File: config.mk
export PLATFORM = sky130hd
export DESIGN_NAME = writeback
export DESIGN_NICKNAME = d
export VERILOG_FILES = /design/src/rtl/writeback.sv
export SDC_FILE = /design/constraint.sdc
export NUM_CORES = 1
export LEC_CHECK = 0
export CAP_MARGIN = 20
export CORE_UTILIZATION = 30
export DETAILED_ROUTE_END_ITERATION = 12
export PLACE_DENSITY = 0.51
export SYNTH_ARGS = -nofsm -noshare
export SYNTH_HDL_FRONTEND = slang
export SYNTH_SLANG_ARGS = --single-unit
File: constraint.sdc
create_clock -name clk -period 4.61 [get_ports clk]
set_input_delay 0.922 -clock clk [delete_from_list [all_inputs] [get_ports clk]]
set_output_delay 0.922 -clock clk [all_outputs]
set_load 0.05 [all_outputs]
File: src/rtl/writeback.sv
// writeback -- final pipeline stage: buffers execute results in a 2-entry FIFO and
// commits them in order as register-file writes or acked memory stores. (rev 1.0)
`default_nettype none

module writeback #(
    parameter int DATA_WIDTH    = 32,
    parameter int ADDRESS_WIDTH = 16,
    parameter int RETIRE_WIDTH  = 16,
    parameter int MEM_TIMEOUT   = 16
) (
    input  logic                     clk,
    input  logic                     reset,
    input  logic                     i_res_valid,
    input  logic [7:0]               i_opcode,
    input  logic [DATA_WIDTH-1:0]    i_res,
    input  logic [3:0]               i_dest_reg,
    input  logic [ADDRESS_WIDTH-1:0] i_dest_addr,
    output logic                     o_ready,
    output logic                     o_rf_we,
    output logic [3:0]               o_rf_waddr,
    output logic [DATA_WIDTH-1:0]    o_rf_wdata,
    output logic                     o_mem_req,
    output logic [ADDRESS_WIDTH-1:0] o_mem_addr,
    output logic [DATA_WIDTH-1:0]    o_mem_wdata,
    input  logic                     i_mem_ack,
    output logic [RETIRE_WIDTH-1:0]  o_retire_count,
    output logic                     o_mem_err,
    output logic                     o_busy
);

    localparam int PKT_W = 8 + DATA_WIDTH + 4 + ADDRESS_WIDTH;
    localparam int TMO_W = $clog2(MEM_TIMEOUT + 1);
    localparam logic [TMO_W-1:0] TMO_LAST = TMO_W'(MEM_TIMEOUT - 1);

    localparam logic [1:0] ST_IDLE    = 2'd0;
    localparam logic [1:0] ST_REG_WR  = 2'd1;
    localparam logic [1:0] ST_MEM_REQ = 2'd2;

    logic [1:0]               state_q, state_d;
    logic [PKT_W-1:0]         fifo_q [2];
    logic                     wptr_q, rptr_q;
    logic [1:0]               count_q, count_d;
    logic                     ready_q, ready_d;
    logic                     push, pop;
    logic                     want_next, retire_cur, tmo_hit;
    logic                     dec_nop, dec_reg, dec_st;
    logic [7:0]               h_op;
    logic [DATA_WIDTH-1:0]    h_res;
    logic [3:0]               h_reg;
    logic [ADDRESS_WIDTH-1:0] h_addr;
    logic [TMO_W-1:0]         tmo_q, tmo_d;
    logic [3:0]               rf_waddr_q;
    logic [DATA_WIDTH-1:0]    rf_wdata_q;
    logic                     rf_en_q;
    logic [ADDRESS_WIDTH-1:0] mem_addr_q;
    logic [DATA_WIDTH-1:0]    mem_wdata_q;
    logic [RETIRE_WIDTH-1:0]  retire_q, retire_d;
    logic                     mem_err_q;

    assign push = i_res_valid && ready_q;
    assign {h_op, h_res, h_reg, h_addr} = fifo_q[rptr_q];

    // The packet being committed lives in the working registers; the FIFO holds
    // only the packets queued behind it, so a steady stream never fills it.
    always_comb begin
        state_d    = state_q;
        want_next  = 1'b0;
        retire_cur = 1'b0;
        tmo_hit    = 1'b0;
        case (state_q)
            ST_IDLE: want_next = 1'b1;
            ST_REG_WR: begin
                want_next  = 1'b1;
                retire_cur = 1'b1;
            end
            ST_MEM_REQ: begin
                if (i_mem_ack) begin
                    want_next  = 1'b1;
                    retire_cur = 1'b1;
                end else if (tmo_q == TMO_LAST) begin
                    want_next = 1'b1;
                    tmo_hit   = 1'b1;
                end
            end
            default: want_next = 1'b1;
        endcase
        pop     = want_next && (count_q != 2'd0);
        dec_nop = pop && (h_op == 8'h00);
        dec_st  = pop && h_op[7];
        dec_reg = pop && !dec_nop && !dec_st;
        if (want_next) begin
            if (dec_reg) begin
                state_d = ST_REG_WR;
            end else if (dec_st) begin
                state_d = ST_MEM_REQ;
            end else begin
                state_d = ST_IDLE;
            end
        end
    end

    always_comb begin
        count_d  = count_q + {1'b0, push} - {1'b0, pop};
        ready_d  = (count_d != 2'd2);
        retire_d = retire_q + RETIRE_WIDTH'(retire_cur) + RETIRE_WIDTH'(dec_nop);
        tmo_d    = tmo_q;
        if (dec_st) begin
            tmo_d = '0;
        end else if (state_q == ST_MEM_REQ) begin
            tmo_d = tmo_q + TMO_W'(1);
        end
    end

    always_ff @(posedge clk or negedge reset) begin
        if (!reset) begin
            state_q <= ST_IDLE;
        end else begin
            state_q <= state_d;
        end
    end

    always_comb begin
        o_rf_we   = (state_q == ST_REG_WR) && rf_en_q;
        o_mem_req = (state_q == ST_MEM_REQ);
        o_busy    = (state_q != ST_IDLE) || (count_q != 2'd0);
    end

    always_ff @(posedge clk or negedge reset) begin
        if (!reset) begin
            wptr_q      <= 1'b0;
            rptr_q      <= 1'b0;
            count_q     <= 2'd0;
            ready_q     <= 1'b0;
            tmo_q       <= '0;
            rf_waddr_q  <= 4'd0;
            rf_wdata_q  <= '0;
            rf_en_q     <= 1'b0;
            mem_addr_q  <= '0;
            mem_wdata_q <= '0;
            retire_q    <= '0;
            mem_err_q   <= 1'b0;
        end else begin
            count_q   <= count_d;
            ready_q   <= ready_d;
            tmo_q     <= tmo_d;
            retire_q  <= retire_d;
            mem_err_q <= mem_err_q | tmo_hit;
            if (push) begin
                wptr_q <= ~wptr_q;
            end
            if (pop) begin
                rptr_q <= ~rptr_q;
            end
            if (dec_reg) begin
                rf_waddr_q <= h_reg;
                rf_wdata_q <= h_res;
                // Register 0 is hardwired zero: the write still retires but never strobes.
                rf_en_q    <= (h_reg != 4'd0);
            end
            if (dec_st) begin
                mem_addr_q  <= h_addr;
                mem_wdata_q <= h_res;
            end
        end
    end

    always_ff @(posedge clk) begin
        if (push) begin
            fifo_q[wptr_q] <= {i_opcode, i_res, i_dest_reg, i_dest_addr};
        end
    end

    assign o_ready        = ready_q;
    assign o_rf_waddr     = rf_waddr_q;
    assign o_rf_wdata     = rf_wdata_q;
    assign o_mem_addr     = mem_addr_q;
    assign o_mem_wdata    = mem_wdata_q;
    assign o_retire_count = retire_q;
    assign o_mem_err      = mem_err_q;

endmodule

`default_nettype wire

Word-level counts from Yosys, hierarchy flattened. Memory sizes are Yosys's and may differ from the RTL's. Cells that the tools add are included. Widths: inputs -> output; s select.

Add/subtract/negate cells: 5. Reductions and logical operators: 15. Multiplexer cells: 13. Equal/unequal tests: 4. Bitwise logic cells: 3.

Operator list (count): $add 16x1->16 (2); $mux 5 (2); $logic_not 8->1 (1); $mux 1 (8); $logic_and 1x1->1 (7); $reduce_bool 2->1 (3); $add 5x1->5 const B (1); $eq 5x4->1 const B (1); $mux 2 (2); $reduce_bool 4->1 (1); $add 2x1->2 (1); $eq 2x1->1 const B (1); $eq 2x2->1 const B (1); $logic_not 1->1 (2); $ne 2x2->1 const B (1); $not 1->1 (2); $pmux 1 s2 (1); $sub 2x1->2 (1); $logic_or 1x1->1 (1); $or 1x1->1 (1).

Bits in writable memories: 120. Input bits: 64. Register bits after elaboration: 114. Memories: 1. Logic and storage cells: 54.

Memory list: fifo_q (depth 2, width 60, rd ports 1, clocked after Yosys merged registers in 0, write ports 1, RTL line 40) `logic [PKT_W-1:0] fifo_q [2];`.

Depth between registers and ports, before layout.
Depth after elaboration: 10. Depth in mapped cells: 11. Gate-level depth less buffers: 11.

Worst setup path before layout. No wires, ideal clock.

Path kind: input-to-reg. Start: input port i_res_valid. End: memory fifo_q[0][0] in the netlist's numbering (enable). Slack: 570 ps. Data required time: 4132 ps. Setup time: 478 ps. Path buffers: 0. Arrival time: 3561 ps. Cell stages on the path: 2. Cell sequence: nand2_1 -> nor2_1.

Longest elaborated chain between the ends: 3.

Ends and longest elaborated chain: from (decl) (RTL line 13) `input logic i_res_valid,`; $logic_and 1x1->1 (RTL line 60) `assign push = i_res_valid && ready_q;`; $mux 1 (RTL line 168) `if (push) begin`; $mux 1 (implied by the code) (RTL line 169) `fifo_q[wptr_q] <= {i_opcode, i_res, i_dest_reg, i_dest_addr};`; to (decl) (RTL line 40).

Every way passes these cells.

Final worst setup path.
Start: register state_q[0]. End: output port o_mem_req.

Longest elaborated chain between the ends: 1.

Ends and longest elaborated chain: from (decl) (RTL line 39) `logic [1:0] state_q, state_d;`; from (signal assigned) (RTL line 118) `state_q <= state_d;`; $eq 2x2->1 (RTL line 124) `o_mem_req = (state_q == ST_MEM_REQ);`; to (decl) (RTL line 22) `output logic o_mem_req,`.

Every way passes these cells.

==> impl_metrics.tcl <==
set metrics [dict create \
    rsz0062_at_grt "no" \
    finalWeightedCongestion 0.690 \
    yosys_warnings 0 \
    rows 62 \
    tightestPinTransition_ps 931 \
    synth_edf_count 120 \
    groute.usage.overall 0.125 \
    syn_area_um2 8870 \
    core_um2 28900 \
    wl_met2_mm 8.79 \
    synth_seq_area_share 0.728 \
    post-cts-setup-buffers 0 \
    ant_nets 0 \
    drive_gt1_frac 0.227 \
    area_delta_synth_final_pct 34.6 \
    crit_required_ps 3690 \
    synthCells 501 \
    drcViolationCount 0 \
    syn_nets 574 \
    cts-buffers-inserted 26 \
    routed.top_layer "met4" \
    fin_crit_ps 3220 \
    antenna_found_initial 2 \
    clock_skew_ps 12.0 \
    finalCritPeriodShare 0.699 \
    syn_area_per_cell_um2 17.7 \
    path_delay_family "buffers and inverters" \
    start_kind "register" \
    cts.clk_slew.worst_paths_ps 60 \
    firstDrtPassIters 4 \
    dp_hpwl_mm 11.8 \
    worstSkewPairLatency_ps 520 \
    io_buffers 168 \
    root_buffer "clkbuf_16" \
    mostFrequentLayoutCell "clkdlybuf4s50_1" \
    cts_tree "done" \
    cts_resized 0 \
    final_cell_mix "167 x clkdlybuf4s50_1, 120 x edfxtp_1, 113 x dfrtp_1, 75 x mux2_2, 29 x mux2_4" \
    htreeDepth 1 \
    hp-class "register to register" \
    peakVddDrop_uv 575 \
    final-hold-violation-count 0 \
    critPathBufInv 2 \
    postRouteWirelength_mm 18.7 \
    fin_nets 758 \
    path_class "register to output pin" \
    cp-end-kind "output pin" \
    fp.dieH_um 174 \
    grt_pass1_wl_mm 29.7 \
    synth_seq_cells 234 \
    status "finished clean" \
    clock.fmax_ghz 0.311 \
    dp_cells 1041 \
    wl_met1_mm 8.24 \
    setup_violations 0 \
    finalSetupTns_ps 0 \
    grt_max_degree 63 \
    vias 4787 \
    die_area_um2 30300 \
    cp_slowest_stage_delay_ps 890 \
    drv_slew 0 \
    path_cells "inv_1 -> ha_1 -> clkdlybuf4s50_1" \
    dr_wl_met3_mm 1.15 \
    p_per_area_nw_per_um2 815 \
    gr-total-overflow 0 \
    cts_hold_buf 0 \
    crit_path_max_fanout 9 \
    ys.flop_type "edfxtp_1" \
    cap_violations 0 \
    yosysUniqueCellTypes 35 \
    cts.sinks 234 \
    cts.path.max_buffers 3 \
    wl_per_cell_um 17.2 \
    arrival_ps 2300 \
    synthArstFlopShare 0.487 \
    stdcell_count 1091 \
    slowest_stage "clkdlybuf4s50_1" \
    pin_count 169 \
    p_leak_nw 4.62 \
    via_per_inst 4.39 \
    slew_headroom 0.379 \
    start_util 0.307 \
    grt_pass1_vias 5350 \
    drtIter0Drc 202 \
    die_w_um 174 \
]
==> synth_stat cells, drive strengths merged, types with 5 or more instances <==
cell type    n  area [um2]
edfxtp     120        3600
xor2         8        70.1
nand4        6        37.5
and3         6        37.5
nor3         5        30.0
dfrtp      114        2850
a21oi       17        85.1
nand2        7        26.3
buf         14         101
mux2       105        1290
ha           8         100
mux2i       18         180
xnor2       13         114
inv          5        18.8
nor2        27         101
nand3        8        52.6
==> per-stage QoR <==
stage | power [W] | instance area [um2] | setup WS, ps | hold WS [ps] | util
final | 0.00973 | 11900 | 1390 | 463 | 0.414
after global routing | 0.0102 | 11900 | 1290 | 504 | 0.414
after CTS | 0.00989 | 11900 | 1350 | 474 | 0.414
after detailed placement | 0.00764 | 11000 | 1350 | 466 | 0.381
after global placement | 0.00755 | 11000 | 1410 | 466 | 0.381
after floorplan | 0.00628 | 8870 | 570 | 461 | -
==> layer usage <==
metal,GRT usage,up-vias
li1,-,2218
met1,0.160,2393
met2,0.207,138
met3,0.0330,38
met4,0.0365,0
met5,0,-
==> final cells by class <==
cell class	count	area [um2]
inverter	5	18.8
antenna	2	5.00
tap	384	480
clock buffer	30	717
multi-input combinational	245	2300
sequential	234	6460
fill	2623	16900
clock inverter	18	215
timing repair buffer	173	1740
==> logic make-up (layout without fill, tap and decap cells) <==
kind of cell / after synthesis / count (layout) / synth area share
buffers and inverters: 22 / 226 / 0.0148
other: 0 / 2 / 0
xor gates and xnor gates: 21 / 21 / 0.0207
adders and majority gates: 9 / 9 / 0.0135
AOI/OAI and AO/OA: 21 / 21 / 0.0128
muxes: 123 / 123 / 0.166
and+or+nand+nor: 71 / 71 / 0.0442
DFF: 234 / 234 / 0.728
==> final timing paths <==
check / startpoint / end / slack, ps / cells past startpoint
hold reg to reg: o_retire_count[15] / o_retire_count[15] / 460 / 1
setup reg to reg: tmo_q[0] / o_retire_count[14] / 1790 / 10
min in group asynchronous: reset / o_retire_count[7] / 470 / 1
hold / removal: o_retire_count[15] / o_retire_count[15] / 460 / 1
setup / recovery: state_q[0] / o_mem_req / 1390 / 3
max in group asynchronous: reset / o_rf_wdata[8] / 3290 / 2
==> where the power goes <==
group	internal [W]	leakage (nW)	switching (W)
Combinational	0.00170	1.69	0.00253
Sequential	0.00293	2.47	0.000376
Clock	0.00139	0.462	0.000814
==> state kept, by name (all words and copies together), names as in the netlist, 2 cells and up <==
name            count
count_q             2
state_q             2
o_rf_waddr          4
o_mem_addr         16
o_rf_wdata         32
o_mem_wdata        32
tmo_q               5
o_retire_count     16
fifo_q            120
Note: power is estimated with default switching activity, not from simulation.
